### src/rtl/multicycle_ctrl_if.sv
// Instruction/data memory handshake bundle for the RV32I multi-cycle controller.
// master = controller side, slave = memory side.
interface multicycle_ctrl_if;
  logic        imem_req_o;
  logic        imem_ack_i;
  logic [31:0] imem_rdata_i;
  logic        dmem_req_o;
  logic        dmem_we_o;
  logic        dmem_ack_i;

  modport master (
    output imem_req_o, dmem_req_o, dmem_we_o,
    input  imem_ack_i, imem_rdata_i, dmem_ack_i
  );

  modport slave (
    input  imem_req_o, dmem_req_o, dmem_we_o,
    output imem_ack_i, imem_rdata_i, dmem_ack_i
  );
endinterface

### src/rtl/multicycle_ctrl.sv
// Multi-cycle control FSM for the RV32I datapath: sequences fetch/decode/exec/mem/wb,
// drives ALU op and mux selects, and arbitrates the shared imem/dmem handshakes.
module multicycle_ctrl #(
  parameter int unsigned ACK_TIMEOUT = 255
) (
  input  logic               clk_i,
  input  logic               res_i,
  multicycle_ctrl_if.master  bus,
  input  logic               branch_taken_i,
  output logic [31:0]        instr_o,
  output logic [3:0]         alu_ctrl_o,
  output logic [1:0]         src_a_sel_o,
  output logic               src_b_sel_o,
  output logic [1:0]         wb_sel_o,
  output logic [1:0]         pc_sel_o,
  output logic               pc_we_o,
  output logic               rf_we_o,
  output logic               retire_o,
  output logic [1:0]         trap_o
);

  typedef enum logic [2:0] {
    IDLE, FETCH, DECODE, EXEC, MEM, WB, TRAP
  } state_t;

  localparam logic [6:0] OPC_OP     = 7'b0110011;
  localparam logic [6:0] OPC_OPIMM  = 7'b0010011;
  localparam logic [6:0] OPC_LOAD   = 7'b0000011;
  localparam logic [6:0] OPC_STORE  = 7'b0100011;
  localparam logic [6:0] OPC_BRANCH = 7'b1100011;
  localparam logic [6:0] OPC_JAL    = 7'b1101111;
  localparam logic [6:0] OPC_JALR   = 7'b1100111;
  localparam logic [6:0] OPC_LUI    = 7'b0110111;
  localparam logic [6:0] OPC_AUIPC  = 7'b0010111;

  localparam logic [3:0] ALU_ADD = 4'd0, ALU_SUB = 4'd1, ALU_AND = 4'd2, ALU_OR = 4'd3,
                         ALU_XOR = 4'd4, ALU_SLT = 4'd5, ALU_SLTU = 4'd6, ALU_SLL = 4'd7,
                         ALU_SRL = 4'd8, ALU_SRA = 4'd9;

  localparam logic [8:0] TIMEOUT_LIM = 9'(ACK_TIMEOUT);

  state_t      state_q, state_d;
  logic [31:0] ir_q, ir_d;
  logic [7:0]  cnt_q, cnt_d;
  logic [1:0]  trap_q, trap_d;

  logic [6:0] opcode;
  logic [2:0] funct3;
  logic       f7b5;
  logic       is_op, is_opimm, is_load, is_store, is_branch, is_jal, is_jalr, is_lui, is_auipc;
  logic       legal;
  logic       expire;
  logic [3:0] alu_op;
  logic [1:0] src_a;
  logic       src_b;

  assign opcode    = ir_q[6:0];
  assign funct3    = ir_q[14:12];
  assign f7b5      = ir_q[30];
  assign is_op     = (opcode == OPC_OP);
  assign is_opimm  = (opcode == OPC_OPIMM);
  assign is_load   = (opcode == OPC_LOAD);
  assign is_store  = (opcode == OPC_STORE);
  assign is_branch = (opcode == OPC_BRANCH);
  assign is_jal    = (opcode == OPC_JAL);
  assign is_jalr   = (opcode == OPC_JALR);
  assign is_lui    = (opcode == OPC_LUI);
  assign is_auipc  = (opcode == OPC_AUIPC);
  assign legal     = is_op | is_opimm | is_load | is_store | is_branch |
                     is_jal | is_jalr | is_lui | is_auipc;

  // The cycle that would take the wait count to the limit expires, unless ack arrives.
  assign expire = (({1'b0, cnt_q} + 9'd1) >= TIMEOUT_LIM);

  always_comb begin
    alu_op = ALU_ADD;
    src_a  = 2'b00;
    src_b  = 1'b1;
    if (is_op || is_opimm) begin
      src_b = is_opimm;
      unique case (funct3)
        3'b000:  alu_op = (is_op && f7b5) ? ALU_SUB : ALU_ADD;
        3'b001:  alu_op = ALU_SLL;
        3'b010:  alu_op = ALU_SLT;
        3'b011:  alu_op = ALU_SLTU;
        3'b100:  alu_op = ALU_XOR;
        3'b101:  alu_op = f7b5 ? ALU_SRA : ALU_SRL;
        3'b110:  alu_op = ALU_OR;
        default: alu_op = ALU_AND;
      endcase
    end else if (is_branch) begin
      src_b = 1'b0;
      unique case (funct3[2:1])
        2'b10:   alu_op = ALU_SLT;
        2'b11:   alu_op = ALU_SLTU;
        default: alu_op = ALU_SUB;
      endcase
    end else if (is_lui) begin
      src_a = 2'b10;
    end else if (is_auipc || is_jal) begin
      src_a = 2'b01;
    end
  end

  always_ff @(posedge clk_i or negedge res_i) begin
    if (!res_i) begin
      state_q <= IDLE;
      ir_q    <= 32'h0000_0013;
      cnt_q   <= '0;
      trap_q  <= '0;
    end else begin
      state_q <= state_d;
      ir_q    <= ir_d;
      cnt_q   <= cnt_d;
      trap_q  <= trap_d;
    end
  end

  // cnt_d defaults to 0 so every state entry starts the wait count afresh.
  always_comb begin
    state_d        = state_q;
    ir_d           = ir_q;
    cnt_d          = '0;
    trap_d         = trap_q;
    bus.imem_req_o = 1'b0;
    bus.dmem_req_o = 1'b0;
    bus.dmem_we_o  = 1'b0;
    alu_ctrl_o     = '0;
    src_a_sel_o    = '0;
    src_b_sel_o    = 1'b0;
    wb_sel_o       = '0;
    pc_sel_o       = '0;
    pc_we_o        = 1'b0;
    rf_we_o        = 1'b0;
    retire_o       = 1'b0;

    unique case (state_q)
      IDLE: state_d = FETCH;

      FETCH: begin
        bus.imem_req_o = 1'b1;
        if (bus.imem_ack_i) begin
          ir_d    = bus.imem_rdata_i;
          state_d = DECODE;
        end else if (expire) begin
          state_d = TRAP;
          trap_d  = 2'b10;
        end else begin
          cnt_d = cnt_q + 8'd1;
        end
      end

      DECODE: begin
        if (legal) begin
          state_d = EXEC;
        end else begin
          state_d = TRAP;
          trap_d  = 2'b01;
        end
      end

      EXEC: begin
        alu_ctrl_o  = alu_op;
        src_a_sel_o = src_a;
        src_b_sel_o = src_b;
        if (is_branch) begin
          pc_sel_o = branch_taken_i ? 2'b01 : 2'b00;
          pc_we_o  = 1'b1;
          retire_o = 1'b1;
          state_d  = FETCH;
        end else if (is_load || is_store) begin
          state_d = MEM;
        end else begin
          state_d = WB;
        end
      end

      MEM: begin
        bus.dmem_req_o = 1'b1;
        bus.dmem_we_o  = is_store;
        alu_ctrl_o     = alu_op;
        src_a_sel_o    = src_a;
        src_b_sel_o    = src_b;
        if (bus.dmem_ack_i) begin
          if (is_store) begin
            pc_we_o  = 1'b1;
            retire_o = 1'b1;
            state_d  = FETCH;
          end else begin
            state_d = WB;
          end
        end else if (expire) begin
          state_d = TRAP;
          trap_d  = 2'b10;
        end else begin
          cnt_d = cnt_q + 8'd1;
        end
      end

      WB: begin
        alu_ctrl_o  = alu_op;
        src_a_sel_o = src_a;
        src_b_sel_o = src_b;
        rf_we_o     = (ir_q[11:7] != 5'd0);
        pc_we_o     = 1'b1;
        retire_o    = 1'b1;
        pc_sel_o    = is_jal ? 2'b01 : (is_jalr ? 2'b10 : 2'b00);
        wb_sel_o    = (is_jal || is_jalr) ? 2'b10 : (is_load ? 2'b01 : 2'b00);
        state_d     = FETCH;
      end

      default: state_d = TRAP;
    endcase
  end

  assign instr_o = ir_q;
  assign trap_o  = trap_q;

endmodule

### src/flat_wrapper.sv
// flat-port wrapper written by rule: the top's interface ports become plain ports
module multicycle_ctrl_flat 
#(
  parameter int unsigned ACK_TIMEOUT = 255
)
  (clk_i, res_i, branch_taken_i, instr_o, alu_ctrl_o, src_a_sel_o, src_b_sel_o, wb_sel_o, pc_sel_o, pc_we_o, rf_we_o, retire_o, trap_o, bus_imem_req_o, bus_dmem_req_o, bus_dmem_we_o, bus_imem_ack_i, bus_imem_rdata_i, bus_dmem_ack_i);
  multicycle_ctrl_if bus_i ();
  input  logic clk_i;
  input  logic res_i;
  input  logic branch_taken_i;
  output logic [31:0] instr_o;
  output logic [3:0] alu_ctrl_o;
  output logic [1:0] src_a_sel_o;
  output logic src_b_sel_o;
  output logic [1:0] wb_sel_o;
  output logic [1:0] pc_sel_o;
  output logic pc_we_o;
  output logic rf_we_o;
  output logic retire_o;
  output logic [1:0] trap_o;
  output wire logic [$bits(bus_i.imem_req_o)-1:0] bus_imem_req_o;
  output wire logic [$bits(bus_i.dmem_req_o)-1:0] bus_dmem_req_o;
  output wire logic [$bits(bus_i.dmem_we_o)-1:0] bus_dmem_we_o;
  input wire logic [$bits(bus_i.imem_ack_i)-1:0] bus_imem_ack_i;
  input wire logic [$bits(bus_i.imem_rdata_i)-1:0] bus_imem_rdata_i;
  input wire logic [$bits(bus_i.dmem_ack_i)-1:0] bus_dmem_ack_i;
  assign bus_imem_req_o = bus_i.imem_req_o;
  assign bus_dmem_req_o = bus_i.dmem_req_o;
  assign bus_dmem_we_o = bus_i.dmem_we_o;
  assign bus_i.imem_ack_i = bus_imem_ack_i;
  assign bus_i.imem_rdata_i = bus_imem_rdata_i;
  assign bus_i.dmem_ack_i = bus_dmem_ack_i;
  multicycle_ctrl #(.ACK_TIMEOUT(ACK_TIMEOUT)) u_core (.clk_i(clk_i), .res_i(res_i), .bus(bus_i), .branch_taken_i(branch_taken_i), .instr_o(instr_o), .alu_ctrl_o(alu_ctrl_o), .src_a_sel_o(src_a_sel_o), .src_b_sel_o(src_b_sel_o), .wb_sel_o(wb_sel_o), .pc_sel_o(pc_sel_o), .pc_we_o(pc_we_o), .rf_we_o(rf_we_o), .retire_o(retire_o), .trap_o(trap_o));
endmodule
### config.mk
export PLATFORM = sky130hd
export DESIGN_NAME = multicycle_ctrl_flat
export DESIGN_NICKNAME = d
export VERILOG_FILES = /design/src/rtl/multicycle_ctrl_if.sv /design/src/rtl/multicycle_ctrl.sv /design/src/flat_wrapper.sv
export SDC_FILE = /design/constraint.sdc
export NUM_CORES = 1
export LEC_CHECK = 0
export ABC_CLOCK_PERIOD_IN_PS = 2100
export CAP_MARGIN = 20
export CORE_MARGIN = 2
export CORE_UTILIZATION = 44
export DETAILED_ROUTE_END_ITERATION = 6
export GPL_ROUTABILITY_DRIVEN = 0
export PLACE_DENSITY = 0.86
export SYNTH_ARGS = -nofsm -noshare
export SYNTH_HDL_FRONTEND = slang
export SYNTH_SLANG_ARGS = --single-unit
### constraint.sdc
create_clock -name clk_i -period 2.1 [get_ports clk_i]
set_input_delay 0.525 -clock clk_i [delete_from_list [all_inputs] [get_ports clk_i]]
set_output_delay 0.525 -clock clk_i [all_outputs]
set_load 0.01 [all_outputs]
==> impl_metrics.json <==
{
  "synth-edff-count": 0,
  "synth-seq-cells": 45,
  "synthAdderAreaFrac_pct": 1.09,
  "slew_violations": 0,
  "dp_slack_ns": -0.449,
  "p_sw_uw": 441,
  "fin_crit_sh_pct": 116,
  "status": "complete, but fails checks",
  "drv_cap": 0,
  "tightest_slew_ns": 0.475,
  "worstHoldPathType": "primary input to async pin",
  "grt_pass1_wl_um": 10900,
  "p_leak_uw": 0.00175,
  "crit_fanout": 4,
  "fin_crit_ns": 2.44,
  "synth_top_family_by_area": "simple AND/OR/NAND/NOR gates",
  "synth_nets": 250,
  "grt_pass1_vias": 2361,
  "worst-path-buf-inv": 1,
  "wl_per_cell_um": 17.9,
  "num_io_pins": 88,
  "core_um2": 5070,
  "yosys_warnings": 0,
  "fmax_mhz": 409,
  "cts_hold_buffers": 0,
  "fin_worst_skew_ns": 0.00352,
  "clk_pin_slew_ns": 0.08,
  "cts_root_buf": "clkbuf_8",
  "ys_async_sr_fraction_pct": 100,
  "setup_viol": 14,
  "drt_iter0_drc": 117,
  "synthXorXnorAreaFrac_pct": 2.66,
  "clkPwrFrac_pct": 35.7,
  "fin_ws_ns": -0.343,
  "crit_path_end_kind": "output port",
  "std_cell_rows": 26,
  "ys_types": 50,
  "pwr-share-comb_pct": 16.0,
  "power_density_nw_per_um2": 485,
  "cts_buffer_depth": 2,
  "postSynthAreaPerCell_um2": 10.9,
  "syn_inst": 211,
  "crit_required_ns": 1.57,
  "antenna_found_initial": 0,
  "n_fill_cell": 332,
  "synth_top_flop_cell": "dfrtp_1",
  "critPathSlowestCell": "dfstp_2",
  "slew_headroom_pct": 68.4,
  "critPathLaunchType": "flop",
  "cp_data_arrival_time_ns": 1.92,
  "drtAntennaViolNets": 0,
  "finalHoldViolCount": 0,
  "clock_latency_ns": 0.29,
  "path_cells": "and4bb_2, nand2_4, a2111oi_2, a211oi_2, buf_2",
  "num_vias": 2304,
  "swShare_pct": 23.1,
  "initial_core_util_pct": 45.3,
  "intPower_uw": 1470,
  "cts_tree": "built",
  "irDropWorstVdd_uv": 503,
  "yosysSeqAreaShare_pct": 49.1,
  "grt_max_degree": 35,
  "final_core_util_pct": 77.6,
  "nets": 387,
  "cp_top_family": "flip-flops",
  "cts.sinks": 45,
  "syn-cell-area_um2": 2300,
  "num_antenna_cells": 0,
  "pwr-share-seq_pct": 48.3,
  "die_h_um": 76.3,
  "area.growth.synth_to_final_pct": 71.2,
  "dp_hpwl_um": 4520,
  "first_pass_iters": 4,
  "synthMuxAreaShare_pct": 16.1,
  "drc_errors": 0,
  "numCtsBuffers": 5,
  "die_w_um": 76.3,
  "numPortBuffers": 87,
  "grtUsageTotal_pct": 23.5,
  "critical_path_class": "flop to output port",
  "drive_gt1_share_pct": 44.7,
  "violations": "negative setup slack",
  "dieArea_um2": 5820,
  "synth-simple-area-share_pct": 18.2,
  "gr-total-overflow": 0,
  "rsz0062_at_grt": "yes",
  "totalWireLength_um": 7520,
  "synth_compound_area_share_pct": 9.84,
  "h-tree-depth": 2,
  "slowest_delay_ns": 0.54,
  "via_per_inst": 5.50
}
-- through the flow --
step	setup TNS (ns)	hold WS [ns]	cell area, um2	std cells	total power [uW]
after global routing	-3.55	0.204	3940	419	1990
after floorplan	-0.0190	0.229	2310	211	1010
after global placement	-3.18	0.472	3550	400	1200
after CTS	-1.97	0.183	3770	412	1900
final	-2.62	0.181	3940	419	1910
after detailed placement	-3.80	0.495	3550	400	1200
-- worst paths after layout --
check / from / end / slack (ns) / cells after the start
min in group clk_i: u_core.instr_o[28]$_DFFE_PN0P_ / u_core.instr_o[28]$_DFFE_PN0P_ / 0.51 / 1
max reg2reg: u_core.instr_o[4]$_DFFE_PN1P_ / u_core.state_q[2]$_DFF_PN0_ / 0.05 / 7
max: u_core.instr_o[1]$_DFFE_PN1P_ / alu_ctrl_o[0] / -0.34 / 5
min: res_i / u_core.instr_o[22]$_DFFE_PN0P_ / 0.18 / 1
max in group asynchronous: res_i / u_core.instr_o[1]$_DFFE_PN1P_ / 1.34 / 2
min reg2reg: u_core.instr_o[28]$_DFFE_PN0P_ / u_core.instr_o[28]$_DFFE_PN0P_ / 0.51 / 1
-- placed cells by master, fill, tap and decap left out, drive strengths merged, types with 6 or more instances in the layout --
cell and count:
a21oi 7, inv 7, clkbuf 7, nand3 6, buf 67, dfrtp 42
nor2 22, nand2 13, clkdlybuf4s50 68, mux2 32
-- routing by layer --
layer | vias to the layer above | global-route usage, % | part of all wire (%)
met5 | - | 0 | 0
met4 | 0 | 12.2 | 3.6
met3 | 22 | 6.16 | 5.9
met2 | 99 | 40.8 | 51
met1 | 1143 | 26.4 | 39
li1 | 1040 | - | -
-- cells by family after synthesis --
group / count (synthesis)
AND/OR/NAND/NOR: 76
AO/OA/AOI/OAI: 33
adder cells (fa/ha/maj): 2
buffers and inverters: 15
multiplexers: 33
XOR/XNOR: 7
flip-flops: 45
-- worst reg2reg max path, cell delays in order (launching register included) --
cell       delay (ns)
dfstp_2          0.56
nor2b_4          0.18
buf_4            0.13
mux2i_1          0.09
buf_4            0.15
o2111ai_1        0.30
a21boi_0         0.30
o311ai_0         0.19
-- state kept, by name, summed over array words and instances (netlist names) --
name / flops
u_core.instr_o: 32
u_core.cnt_q: 8
u_core.state_q: 3
u_core.trap_o: 2
-- cells in the mapped netlist (2+ instances only) --
cell       count  area, um2
nand4_1        3       18.8
o21ai_0        4       20.0
nor4_1         2       12.5
nand2_1       13       48.8
dfrtp_1       42       1050
nor2b_1        3       18.8
o21bai_1       2       15.0
nand3_1        6       30.0
buf_4          3       22.5
xor2_1         5       43.8
xnor2_1        2       17.5
nor3_1         5       25.0
dfstp_2        3       78.8
a31oi_1        2       12.5
mux2_2        32        360
a211oi_1       3       22.5
ha_1           2       25.0
inv_1          7       26.3
clkbuf_1       3       11.3
nand2b_1       4       25.0
a21oi_1        7       35.0
nor3b_1        4       30.0
o22ai_1        3       18.8
and3b_1        2       17.5
and2_1         3       18.8
a2111oi_0      2       17.5
nor2_1        21       78.8
-- power by group through the flow --
stage / logic [uW] / clock network, uW / registers, uW
after floorplan: 51.5 / 0 / 957
after global placement: 262 / 0 / 935
after detailed placement: 266 / 0 / 938
after CTS: 284 / 696 / 922
after global routing: 325 / 733 / 928
final: 307 / 682 / 924
-- what timing repair did --
item / 4_1_cts / 5_1_grt
pin swaps: 8 / 17
setup endpoints to repair: 17 / 26
gates resized for setup: 102 / 34
buffers inserted: 5 / 9
-- cell type report --
class | instances | area (um2) | area share [%]
multi-input combinational | 151 | 1330 | 33.8
timing repair buffer | 138 | 1240 | 31.4
sequential | 45 | 1130 | 28.8
tap | 70 | 87.6 | 2.22
clock buffer | 6 | 82.6 | 2.10
clock inverter | 2 | 37.5 | 0.953
inverter | 7 | 31.3 | 0.794
Power figures use the tool's default switching activity.
